<file path="src/rtl/timefieldedit_pkg.sv">
// Shared definitions for the time-field edit engine: digit indices, per-digit limits,
// the packed HH:MM:SS BCD time type and a helper that yields the active limit of a digit.
package timefieldedit_pkg;

    localparam int SO = 0;
    localparam int ST = 1;
    localparam int MO = 2;
    localparam int MT = 3;
    localparam int HO = 4;
    localparam int HT = 5;

    localparam logic [3:0] SO_LIMIT        = 4'd9;
    localparam logic [3:0] ST_LIMIT        = 4'd5;
    localparam logic [3:0] MO_LIMIT        = 4'd9;
    localparam logic [3:0] MT_LIMIT        = 4'd5;
    localparam logic [3:0] HO_LIMIT        = 4'd9;
    localparam logic [3:0] HT_LIMIT        = 4'd2;
    localparam logic [3:0] HO_LIMIT_AT_20H = 4'd3;

    typedef struct packed {
        logic [3:0] ht;
        logic [3:0] ho;
        logic [3:0] mt;
        logic [3:0] mo;
        logic [3:0] st;
        logic [3:0] so;
    } bcd_time_t;

    // Hours-ones shrinks to 0-3 once hours-tens reaches 2 (an out-of-range tens digit counts as 2x).
    function automatic logic [3:0] digit_limit(input logic [2:0] idx, input logic [3:0] ht);
        logic [3:0] lim;
        case (idx)
            3'(SO):  lim = SO_LIMIT;
            3'(ST):  lim = ST_LIMIT;
            3'(MO):  lim = MO_LIMIT;
            3'(MT):  lim = MT_LIMIT;
            3'(HO):  lim = (ht >= HT_LIMIT) ? HO_LIMIT_AT_20H : HO_LIMIT;
            3'(HT):  lim = HT_LIMIT;
            default: lim = 4'd0;
        endcase
        return lim;
    endfunction

endpackage

</file>
<file path="src/rtl/timefieldedit_if.sv">
// Edit-engine bus: cursor select, edit-mode and button levels, load path and the held time.
interface timefieldedit_if;

    logic [7:0]  sel;
    logic        active;
    logic        up;
    logic        down;
    logic        load;
    logic [23:0] load_time;
    logic [23:0] time_out;
    logic        changed;
    logic        err;

    modport master (
        output sel, active, up, down, load, load_time,
        input  time_out, changed, err
    );

    modport slave (
        input  sel, active, up, down, load, load_time,
        output time_out, changed, err
    );

endinterface

</file>
<file path="src/rtl/timefieldedit_bcddigitstep.sv">
// Single BCD digit step with wrap-around; values above the limit behave as the limit.
module bcddigitstep (
    input  logic [3:0] digit,
    input  logic [3:0] limit,
    input  logic       dir,
    output logic [3:0] next
);

    always_comb begin
        next = digit;
        if (dir) begin
            next = (digit >= limit) ? 4'd0 : digit + 4'd1;
        end else if (digit == 4'd0) begin
            next = limit;
        end else if (digit > limit) begin
            next = limit - 4'd1;
        end else begin
            next = digit - 4'd1;
        end
    end

endmodule

</file>
<file path="src/rtl/timefieldedit.sv">
// timefieldedit: set-mode edit engine applying single BCD steps to the cursor-selected digit.
// Define AUTO_REPEAT_EN to add hold-to-repeat stepping timed by REPEAT_DELAY / REPEAT_PERIOD.
module timefieldedit
    import timefieldedit_pkg::*;
#(
    parameter int REPEAT_DELAY  = 500,
    parameter int REPEAT_PERIOD = 100
) (
    input  logic           clk,
    input  logic           resetn,
    timefieldedit_if.slave bus
);

    bcd_time_t  time_q;
    bcd_time_t  next_time;
    logic       changed_q;
    logic       up_q;
    logic       down_q;
    logic       up_blk;
    logic       down_blk;
    logic       sel_ok;
    logic       step_up;
    logic       step_dn;
    logic       edge_req;
    logic       do_edit;
    logic       dir;
    logic [2:0] idx;
    logic [3:0] cur_digit;
    logic [3:0] cur_limit;
    logic [3:0] new_digit;

    assign sel_ok   = (bus.sel[7:6] == 2'b00) && $onehot(bus.sel[5:0]);
    assign bus.err  = bus.active & ~sel_ok;

    // A button still held across reset stays blocked until it has been seen low once.
    assign step_up  = bus.up & ~up_q & ~up_blk;
    assign step_dn  = bus.down & ~down_q & ~down_blk;
    assign edge_req = step_up ^ step_dn;

`ifdef AUTO_REPEAT_EN
    localparam int REPEAT_MAX = (REPEAT_DELAY > REPEAT_PERIOD) ? REPEAT_DELAY : REPEAT_PERIOD;
    localparam int CNT_W      = $clog2(REPEAT_MAX + 1);
    localparam logic [CNT_W-1:0] DELAY_CNT  = CNT_W'(REPEAT_DELAY);
    localparam logic [CNT_W-1:0] PERIOD_CNT = CNT_W'(REPEAT_PERIOD);

    logic [CNT_W-1:0] rep_cnt;
    logic             rep_phase;
    logic             held;
    logic             rep_fire;

    // rep_cnt = 0 means idle; otherwise it counts cycles since the last applied step.
    assign held     = bus.active & (bus.up ^ bus.down);
    assign rep_fire = held & (rep_cnt != '0) & (rep_cnt == (rep_phase ? PERIOD_CNT : DELAY_CNT));
    assign do_edit  = bus.active & ~bus.err & ~bus.load & (edge_req | rep_fire);
    assign dir      = edge_req ? step_up : bus.up;

    always_ff @(posedge clk or negedge resetn) begin
        if (!resetn) begin
            rep_cnt   <= '0;
            rep_phase <= 1'b0;
        end else if (!held || bus.load) begin
            rep_cnt   <= '0;
            rep_phase <= 1'b0;
        end else if (edge_req && do_edit) begin
            rep_cnt   <= CNT_W'(1);
            rep_phase <= 1'b0;
        end else if (rep_fire) begin
            rep_cnt   <= CNT_W'(1);
            rep_phase <= 1'b1;
        end else if (rep_cnt != '0) begin
            rep_cnt   <= rep_cnt + 1'b1;
        end
    end
`else
    assign do_edit = bus.active & ~bus.err & ~bus.load & edge_req;
    assign dir     = step_up;

    if ((REPEAT_DELAY < 1) || (REPEAT_PERIOD < 1)) begin : g_repeat_cfg_unused
    end
`endif

    always_comb begin
        idx = 3'd0;
        case (bus.sel[5:0])
            6'b000001: idx = 3'(SO);
            6'b000010: idx = 3'(ST);
            6'b000100: idx = 3'(MO);
            6'b001000: idx = 3'(MT);
            6'b010000: idx = 3'(HO);
            6'b100000: idx = 3'(HT);
            default:   idx = 3'd0;
        endcase
    end

    always_comb begin
        cur_digit = time_q.so;
        case (idx)
            3'(ST):  cur_digit = time_q.st;
            3'(MO):  cur_digit = time_q.mo;
            3'(MT):  cur_digit = time_q.mt;
            3'(HO):  cur_digit = time_q.ho;
            3'(HT):  cur_digit = time_q.ht;
            default: cur_digit = time_q.so;
        endcase
    end

    assign cur_limit = digit_limit(idx, time_q.ht);

    bcddigitstep u_step (
        .digit (cur_digit),
        .limit (cur_limit),
        .dir   (dir),
        .next  (new_digit)
    );

    // Landing hours-tens on 2 pulls an out-of-range hours-ones down to 3 in the same edit.
    always_comb begin
        next_time = time_q;
        case (idx)
            3'(SO): next_time.so = new_digit;
            3'(ST): next_time.st = new_digit;
            3'(MO): next_time.mo = new_digit;
            3'(MT): next_time.mt = new_digit;
            3'(HO): next_time.ho = new_digit;
            3'(HT): begin
                next_time.ht = new_digit;
                if ((new_digit == HT_LIMIT) && (time_q.ho > HO_LIMIT_AT_20H)) begin
                    next_time.ho = HO_LIMIT_AT_20H;
                end
            end
            default: next_time = time_q;
        endcase
    end

    always_ff @(posedge clk or negedge resetn) begin
        if (!resetn) begin
            time_q    <= '0;
            changed_q <= 1'b0;
            up_q      <= 1'b0;
            down_q    <= 1'b0;
            up_blk    <= 1'b1;
            down_blk  <= 1'b1;
        end else begin
            up_q      <= bus.up;
            down_q    <= bus.down;
            changed_q <= 1'b0;
            if (!bus.up) begin
                up_blk <= 1'b0;
            end
            if (!bus.down) begin
                down_blk <= 1'b0;
            end
            if (bus.load) begin
                time_q <= bus.load_time;
            end else if (do_edit) begin
                time_q    <= next_time;
                changed_q <= 1'b1;
            end
        end
    end

    assign bus.time_out = time_q;
    assign bus.changed  = changed_q;

endmodule

</file>
<file path="src/flat_wrapper.sv">
// flat-port wrapper written by rule: the top's interface ports become plain ports
module timefieldedit_flat import timefieldedit_pkg::*;
#(
    parameter int REPEAT_DELAY  = 500,
    parameter int REPEAT_PERIOD = 100
)
  (clk, resetn, bus_sel, bus_active, bus_up, bus_down, bus_load, bus_load_time, bus_time_out, bus_changed, bus_err);
  timefieldedit_if bus_i ();
  input  logic clk;
  input  logic resetn;
  input wire logic [$bits(bus_i.sel)-1:0] bus_sel;
  input wire logic [$bits(bus_i.active)-1:0] bus_active;
  input wire logic [$bits(bus_i.up)-1:0] bus_up;
  input wire logic [$bits(bus_i.down)-1:0] bus_down;
  input wire logic [$bits(bus_i.load)-1:0] bus_load;
  input wire logic [$bits(bus_i.load_time)-1:0] bus_load_time;
  output wire logic [$bits(bus_i.time_out)-1:0] bus_time_out;
  output wire logic [$bits(bus_i.changed)-1:0] bus_changed;
  output wire logic [$bits(bus_i.err)-1:0] bus_err;
  assign bus_i.sel = bus_sel;
  assign bus_i.active = bus_active;
  assign bus_i.up = bus_up;
  assign bus_i.down = bus_down;
  assign bus_i.load = bus_load;
  assign bus_i.load_time = bus_load_time;
  assign bus_time_out = bus_i.time_out;
  assign bus_changed = bus_i.changed;
  assign bus_err = bus_i.err;
  timefieldedit #(.REPEAT_DELAY(REPEAT_DELAY), .REPEAT_PERIOD(REPEAT_PERIOD)) u_core (.clk(clk), .resetn(resetn), .bus(bus_i));
endmodule
</file>
<file path="config.mk">
export PLATFORM = sky130hd
export DESIGN_NAME = timefieldedit_flat
export DESIGN_NICKNAME = d
export VERILOG_FILES = /design/src/rtl/timefieldedit_pkg.sv /design/src/rtl/timefieldedit_if.sv /design/src/rtl/timefieldedit_bcddigitstep.sv /design/src/rtl/timefieldedit.sv /design/src/flat_wrapper.sv
export SDC_FILE = /design/constraint.sdc
export NUM_CORES = 1
export LEC_CHECK = 0
export ABC_AREA = 1
export BUFFER_PORTS_ARGS = -buffer_cell sky130_fd_sc_hd__buf_2
export CORE_UTILIZATION = 59
export DETAILED_ROUTE_END_ITERATION = 8
export PLACE_DENSITY = 0.88
export SLEW_MARGIN = 15
export SYNTH_ARGS = -nofsm -noshare
export SYNTH_HDL_FRONTEND = slang
export SYNTH_SLANG_ARGS = --single-unit
</file>
<file path="constraint.sdc">
create_clock -name clk -period 7.13 [get_ports clk]
set_input_delay 1.426 -clock clk [delete_from_list [all_inputs] [get_ports clk]]
set_output_delay 1.426 -clock clk [all_outputs]
set_load 0.01 [all_outputs]
</file>
==> results of run 1 <==
## path summary, 6_finish.rpt
| kind | depth (start not counted) | slack [ns] | end | from |
|---|---|---|---|---|
| min in group asynchronous | 1 | 1.16 | u_core.up_q | resetn |
| worst max register to register | 24 | 3.71 | u_core.bus.time_out[18] | u_core.bus.time_out[21] |
| max in group asynchronous | 1 | 5.54 | u_core.bus.time_out[8] | resetn |
| worst min register to register | 2 | 0.45 | u_core.down_blk | u_core.down_blk |
| worst min-delay path | 2 | 0.45 | u_core.down_blk | u_core.down_blk |
| worst max-delay path | 31 | 2.14 | u_core.bus.time_out[18] | bus_sel[0] |
## cell type report
class                      count  area [sq um]  share of cell area, %
clock buffer                   6          72.6                   2.37
multi-input combinational    268          1650                   53.8
inverter                      60           229                   7.47
sequential                    29           728                   23.7
timing repair buffer          63           315                   10.3
clock inverter                 2          10.0                  0.326
tap                           50          62.6                   2.04
## worst max-delay path: cells and delay by family
family / cells / cell delay, ns
adders and majority gates: 3 / 0.76
and+or+nand+nor: 22 / 2.36
buffers and inverters: 5 / 0.37
AOI/OAI and AO/OA: 1 / 0.23
## sequential cells by signal, indices dropped and copies added (netlist names)
name,cells
u_core.bus.changed,1
u_core.bus.time_out,24
u_core.down_blk,1
u_core.down_q,1
u_core.up_blk,1
u_core.up_q,1
## Yosys cell counts, types with 3 or more instances
| library cell | number |
|---|---|
| sky130_fd_sc_hd__clkinv_1 | 3 |
| sky130_fd_sc_hd__nand2_1 | 93 |
| sky130_fd_sc_hd__o21ai_0 | 9 |
| sky130_fd_sc_hd__nand3_1 | 25 |
| sky130_fd_sc_hd__inv_1 | 50 |
| sky130_fd_sc_hd__nor2_4 | 4 |
| sky130_fd_sc_hd__inv_2 | 5 |
| sky130_fd_sc_hd__nor2_2 | 8 |
| sky130_fd_sc_hd__nor2_1 | 28 |
| sky130_fd_sc_hd__a21oi_1 | 12 |
| sky130_fd_sc_hd__nor3_1 | 4 |
| sky130_fd_sc_hd__nand2_4 | 6 |
| sky130_fd_sc_hd__o211ai_1 | 8 |
| sky130_fd_sc_hd__clkbuf_1 | 3 |
| sky130_fd_sc_hd__nand2_2 | 11 |
| sky130_fd_sc_hd__nand4_1 | 6 |
| sky130_fd_sc_hd__nand3_2 | 9 |
| sky130_fd_sc_hd__dfrtp_1 | 27 |
| sky130_fd_sc_hd__ha_1 | 19 |
| sky130_fd_sc_hd__o211ai_2 | 4 |
| sky130_fd_sc_hd__nand3_4 | 3 |
## power groups by stage
stage                     combinational [mW]  sequential, mW  clock (mW)
after global placement                 0.226           0.210           0
after CTS                              0.236           0.207       0.129
after floorplan                        0.155           0.214           0
after global routing                   0.266           0.210       0.136
after detailed placement               0.234           0.210           0
final                                  0.237           0.208       0.130
## routing by layer
layer / part of all wire, % / wire length, um
met1: 44 / 2870
met2: 47 / 3020
met3: 6.3 / 409
met4: 3.0 / 193
met5: 0 / 0
## stage by stage
| stage | instance area, sq um | worst slack (ns) | utilization [%] | total power, mW | hold slack, ns |
|---|---|---|---|---|---|
| after floorplan | 2630 | 2.48 | - | 0.369 | 0.430 |
| after global placement | 2980 | 2.10 | 72.0 | 0.436 | 0.439 |
| after detailed placement | 2980 | 1.96 | 72.0 | 0.444 | 0.442 |
| after CTS | 3070 | 2.20 | 74.0 | 0.571 | 0.452 |
| after global routing | 3070 | 1.77 | 74.0 | 0.611 | 0.469 |
| final | 3070 | 2.14 | 74.0 | 0.575 | 0.451 |
## cells by family (layout without fill, tap and decap cells)
kind of cell    count (synthesis)  count (layout)
compound gates                 37              37
xor+xnor                        3               3
buf+inv                        64             131
flops                          29              29
fa+ha+maj                      21              21
simple gates                  207             207
==> out/metrics.cfg, run 1 <==
[synthesis]
synth-simple-area-share_pct=41.6
synth-seq-area-share_pct=27.7
synthesis.instances=361
share_of_flip_flops_with_an_asynchronous_set_or_reset_pct=100
post_synth_fa_ha_maj_area_fraction_pct=10.6
syn_area_per_cell_sq_um=7.28
compound_gate_fraction_of_synth_area_pct=9.28
synth_edf_count=0
distinct_cells_synth=40
postSynthRegisterBits=29
yosys_warnings=0
dominant_combinational_cell_family_by_area_after_synthesis=simple AND/OR/NAND/NOR gates
synth_top_area_share_pct=25.7
synth_flop_cell=sky130_fd_sc_hd__dfrtp_1
synthesized_nets=420
syn_area_sq_um=2630
synth_xor_area_share_pct=1.29
synth_mux_area_share_pct=0
synthDominantAreaCellType=sky130_fd_sc_hd__dfrtp_1
synth_top_cells_by_area=sky130_fd_sc_hd__dfrtp_1 (26%), sky130_fd_sc_hd__nand2_1 (13%), sky130_fd_sc_hd__ha_1 (9.0%)

[clock_tree]
h-tree-depth=2
tritoncts=done
post_cts.repair.setup_buffers=0
clock_path_buffers=2
post_cts_resized=0
clk_pin_slew_ns=0.06
clk-insertion-delay-late_ns=0.29
root_buffer=sky130_fd_sc_hd__clkbuf_8
cts_hold_repair.buffers=0
clock-sinks=29
cts-buffers-inserted=5

[power_and_ir_drop]
clockPowerShare_pct=22.6
vdd.ir_drop.worst_v=0.000175
p_leak_nw=1.70
share_comb_of_total_power_pct=41.3
seqPwrFrac_pct=36.2
cellInternalPower_mw=0.342
p_per_area_nw_per_um2=188
total_switching_power_mw=0.234
power_switching_share_pct=40.6

[critical_path]
max_fanout_on_critical_path=9
worstSetupStartpointType=input pin
cp_slowest_stage_delay_ns=0.29
critPathSlowestCell=sky130_fd_sc_hd__nor3_1
path_class=input pin to register
worstSetupEndpointType=register
critPathRequiredTime_ns=7.31
crit_arrival_ns=5.17
worst_path_most_repeated_cell=sky130_fd_sc_hd__nand2_1

[sta]
clock_period_minus_final_worst_setup_slack_ns=4.99
slew-limit-headroom_pct=56.7
fin_setup_tns_ns=0
finalSetupViolCount=0
timing.final.hold_violations=0
timing_max_transition_violations_final=0
timing_worst_slew_pin_value_ns=0.644
max_clk_rate_ghz=0.200
grt_setup_unrepaired=false
layout_worst_path_cycle_share_pct=70.0
timing.clock.skew_ns=0.00676

[global_routing]
global_route.usage.met3_pct=4.44
wire_length_of_the_first_global_routing_pass_um=10600
number_of_global_route_vias_before_repair=2352
grt_max_degree=30
grt_antenna_before_repair=0
groute.usage.overall_pct=30.9
grt.overflow.total=0
gr_layer_usage_met2_pct=50.7
top_usage_layer=met2
grtUsageMet1_pct=40.4

[placed_design]
place_inst=470
port-buffer-count=63
dpl.hpwl_um=5080
place_congestion=0.941

[floorplanning]
floorplan.die.height_um=68.8
number_of_placed_i_o_pins=64
fp.dieArea_sq_um=4730
die_width_um=68.8
fp.coreArea_sq_um=4140
effective_utilization_at_floorplan_pct=63.4
floorplan.rows=23

[layout]
final_cell_mix=sky130_fd_sc_hd__nand2_1 (93), sky130_fd_sc_hd__buf_2 (63), sky130_fd_sc_hd__inv_1 (50), sky130_fd_sc_hd__nor2_1 (28), sky130_fd_sc_hd__dfrtp_1 (27)
post_layout_nonfiller_instances=478
layout_commonest_cell=sky130_fd_sc_hd__nand2_1
share_of_cells_above_drive_strength_1_pct=30.6
finalNetCount=486
area.growth.synth_to_final_pct=16.7
final.fill_count=320
antenna_cells=0

[run_status]
run_status=complete, no violations

[drt]
vias=2566
wl_per_cell_um=13.6
drt-pass1-iter-count=4
drc=0
drt-vias-per-instance=5.37
detailedRoute.firstIterationViolations=194
antenna_left=0
detail_route.wirelength_um=6490

[hold_path]
hold_path_class=register to register

[run]
maxCapViolations=0

Note: power is estimated with default switching activity, not from simulation.
==> run 2, diff against run 1 <==
CORE_UTILIZATION = 49   (was 59)
PLACE_DENSITY = 0.78   (was 0.88)
clock period = 4.5 ns   (was 7.13 ns; I/O delays follow)
==> out/metrics.cfg, run 2 (synthesized netlist as in run 1, its figures left out) <==
[run_status]
run_status=complete, no violations  ; unchanged

[sta]
timing_max_transition_violations_final=0  ; unchanged
fin_setup_tns_ns=0  ; unchanged
timing.clock.skew_ns=0.00202  ; was 0.00676 ns
max_clk_rate_ghz=0.240
timing_worst_slew_pin_value_ns=0.815  ; was 0.644 ns
hold-worst-slack_ns=0.453  ; was 0.451 ns
layout_worst_path_cycle_share_pct=92.7
clock_period_minus_final_worst_setup_slack_ns=4.17
timing.final.hold_violations=0  ; unchanged
finalSetupViolCount=0  ; unchanged
slew-limit-headroom_pct=45.2  ; was 56.7%

[clock_tree]
root_buffer=sky130_fd_sc_hd__clkbuf_8  ; unchanged
cts_hold_repair.buffers=0  ; unchanged
cts-buffers-inserted=5  ; unchanged
clock-sinks=29  ; unchanged
clk_pin_slew_ns=0.06  ; about the same
clock_path_buffers=2  ; unchanged
clk-insertion-delay-late_ns=0.28  ; was 0.29 ns
h-tree-depth=2  ; unchanged
tritoncts=done  ; unchanged

[critical_path]
path_class=input pin to register  ; unchanged
cp_top_family=simple AND/OR/NAND/NOR gates  ; unchanged
worstSetupEndpointType=register  ; unchanged
critPathSlowestCell=sky130_fd_sc_hd__ha_1  ; was sky130_fd_sc_hd__nor3_1
critical_path.reg2reg.startpoint=u_core.bus.time_out[21]  ; unchanged
worstSetupStartpointType=input pin  ; unchanged
worst_path_most_repeated_cell=sky130_fd_sc_hd__nand2_1  ; unchanged
max_fanout_on_critical_path=7  ; was 9
crit_arrival_ns=4.34  ; was 5.17 ns
crit_buf_inv=6  ; was 5
cp_slowest_stage_delay_ns=0.29  ; about the same
critPathRequiredTime_ns=4.67  ; was 7.31 ns
startpoint=bus_sel[0]  ; unchanged

[global_routing]
grt.overflow.total=0  ; unchanged
grt_antenna_before_repair=0  ; unchanged
top_usage_layer=met2  ; unchanged
groute.usage.overall_pct=26.5  ; was 30.9%
grt_max_degree=30  ; unchanged
number_of_global_route_vias_before_repair=2496  ; was 2352
gr_layer_usage_met2_pct=46.3  ; was 50.7%
wire_length_of_the_first_global_routing_pass_um=11200  ; was 10600 um
global_route.usage.met3_pct=4.02  ; was 4.44%
grtUsageMet1_pct=32.8  ; was 40.4%

[power_and_ir_drop]
seqPwrFrac_pct=32.1  ; was 36.2%
total_switching_power_mw=0.379  ; was 0.234 mW
cellInternalPower_mw=0.645  ; was 0.342 mW
clockPowerShare_pct=27.0  ; was 22.6%
p_per_area_nw_per_um2=304  ; was 188 nW/um^2
vdd.ir_drop.worst_v=0.000214  ; was 0.000175 V
share_comb_of_total_power_pct=40.9  ; was 41.3%
power_switching_share_pct=37.0  ; was 40.6%
p_leak_nw=1.80  ; was 1.70 nW

[layout]
antenna_cells=0  ; unchanged
area.growth.synth_to_final_pct=28.0  ; was 16.7%
number_of_flip_flops_under_the_largest_register_name=24  ; unchanged
final_cell_mix=sky130_fd_sc_hd__nand2_1 (90), sky130_fd_sc_hd__buf_2 (63), sky130_fd_sc_hd__inv_1 (47), sky130_fd_sc_hd__nor2_1 (27), sky130_fd_sc_hd__dfrtp_1 (27)  ; was sky130_fd_sc_hd__nand2_1 (93), sky130_fd_sc_hd__buf_2 (63), sky130_fd_sc_hd__inv_1 (50), sky130_fd_sc_hd__nor2_1 (28), sky130_fd_sc_hd__dfrtp_1 (27)
finalNetCount=502  ; was 486
postLayoutCoreUtil_pct=65.5  ; was 74.0%
share_of_cells_above_drive_strength_1_pct=36.7  ; was 30.6%
layout_commonest_cell=sky130_fd_sc_hd__nand2_1  ; unchanged
final.fill_count=459  ; was 320
post_layout_nonfiller_instances=514  ; was 478

[drt]
antenna_left=0  ; unchanged
vias=2652  ; was 2566
wl_per_cell_um=13.6  ; about the same
detailedRoute.firstIterationViolations=137  ; was 194
drt-pass1-iter-count=4  ; unchanged
drt-vias-per-instance=5.16  ; was 5.37
drc=0  ; unchanged
detail_route.wirelength_um=6990  ; was 6490 um

[placed_design]
place_inst=503  ; was 470
dpl.hpwl_um=5450  ; was 5080 um
port-buffer-count=63  ; unchanged
place_congestion=0.934  ; was 0.941

[floorplanning]
floorplan.die.height_um=75.2  ; was 68.8 um
fp.dieArea_sq_um=5660  ; was 4730 sq um
floorplan.rows=26  ; was 23
fp.coreArea_sq_um=5140  ; was 4140 sq um
number_of_placed_i_o_pins=64  ; unchanged
die_width_um=75.2  ; was 68.8 um
effective_utilization_at_floorplan_pct=51.1  ; was 63.4%

[run]
maxCapViolations=0  ; unchanged

[hold_path]
hold_path_class=register to register  ; unchanged
worst_hold_startpoint=u_core.down_blk  ; unchanged

run 2: path summary, 6_finish.rpt:
check	end	slack, ns	cells past startpoint
hold / removal	u_core.down_blk	0.45	2
max in group asynchronous	u_core.bus.time_out[4]	3.42	1
setup reg to reg	u_core.bus.time_out[18]	1.27	24
hold reg to reg	u_core.down_blk	0.45	2
min in group asynchronous	u_core.up_q	0.65	1
setup / recovery	u_core.bus.time_out[18]	0.33	32
run 2: power groups by stage:
stage / sequential, mW / clock [mW] / combinational, mW
global route: 0.333 / 0.290 / 0.467
finish: 0.329 / 0.277 / 0.419
global placement: 0.332 / 0 / 0.396
detailed placement: 0.332 / 0 / 0.403
floorplan: 0.339 / 0 / 0.245
CTS: 0.328 / 0.283 / 0.405
run 2: worst min-delay path, delay by kind of cell, from the launching register on:
family        cells  cell delay [ns]
simple gates      1             0.05
buf+inv           1             0.03
flops             1             0.37
run 2: layout make-up:
| class | instances | area, sq um | share of cell area, % |
|---|---|---|---|
| Inverter | 60 | 229 | 6.80 |
| Multi-Input combinational cell | 269 | 1780 | 52.8 |
| Sequential cell | 29 | 728 | 21.6 |
| Tap cell | 70 | 87.6 | 2.60 |
| Clock buffer | 7 | 86.3 | 2.57 |
| Timing Repair Buffer | 78 | 428 | 12.7 |
| Clock inverter | 1 | 30.0 | 0.892 |
run 2: per-stage QoR:
stage	cell area (sq um)	power, mW	setup WS (ns)
after floorplan	2630	0.584	0.380
after global placement	3110	0.728	0.0642
after detailed placement	3110	0.735	-0.0548
after CTS	3220	1.02	0.225
after global routing	3370	1.09	-0.0213
final	3370	1.02	0.330
run 2: what timing repair did:
item,CTS,global route
setup buffers,0,2
setup endpoints to repair,0,13
resized for setup,0,25
hold endpoints to repair,0,0
run 2: per-layer routing:
metal | vias up | routed length, um
met5 | - | 0
met1 | 1214 | 3020
met2 | 98 | 3370
met3 | 23 | 397
li1 | 1317 | -
met4 | 0 | 201
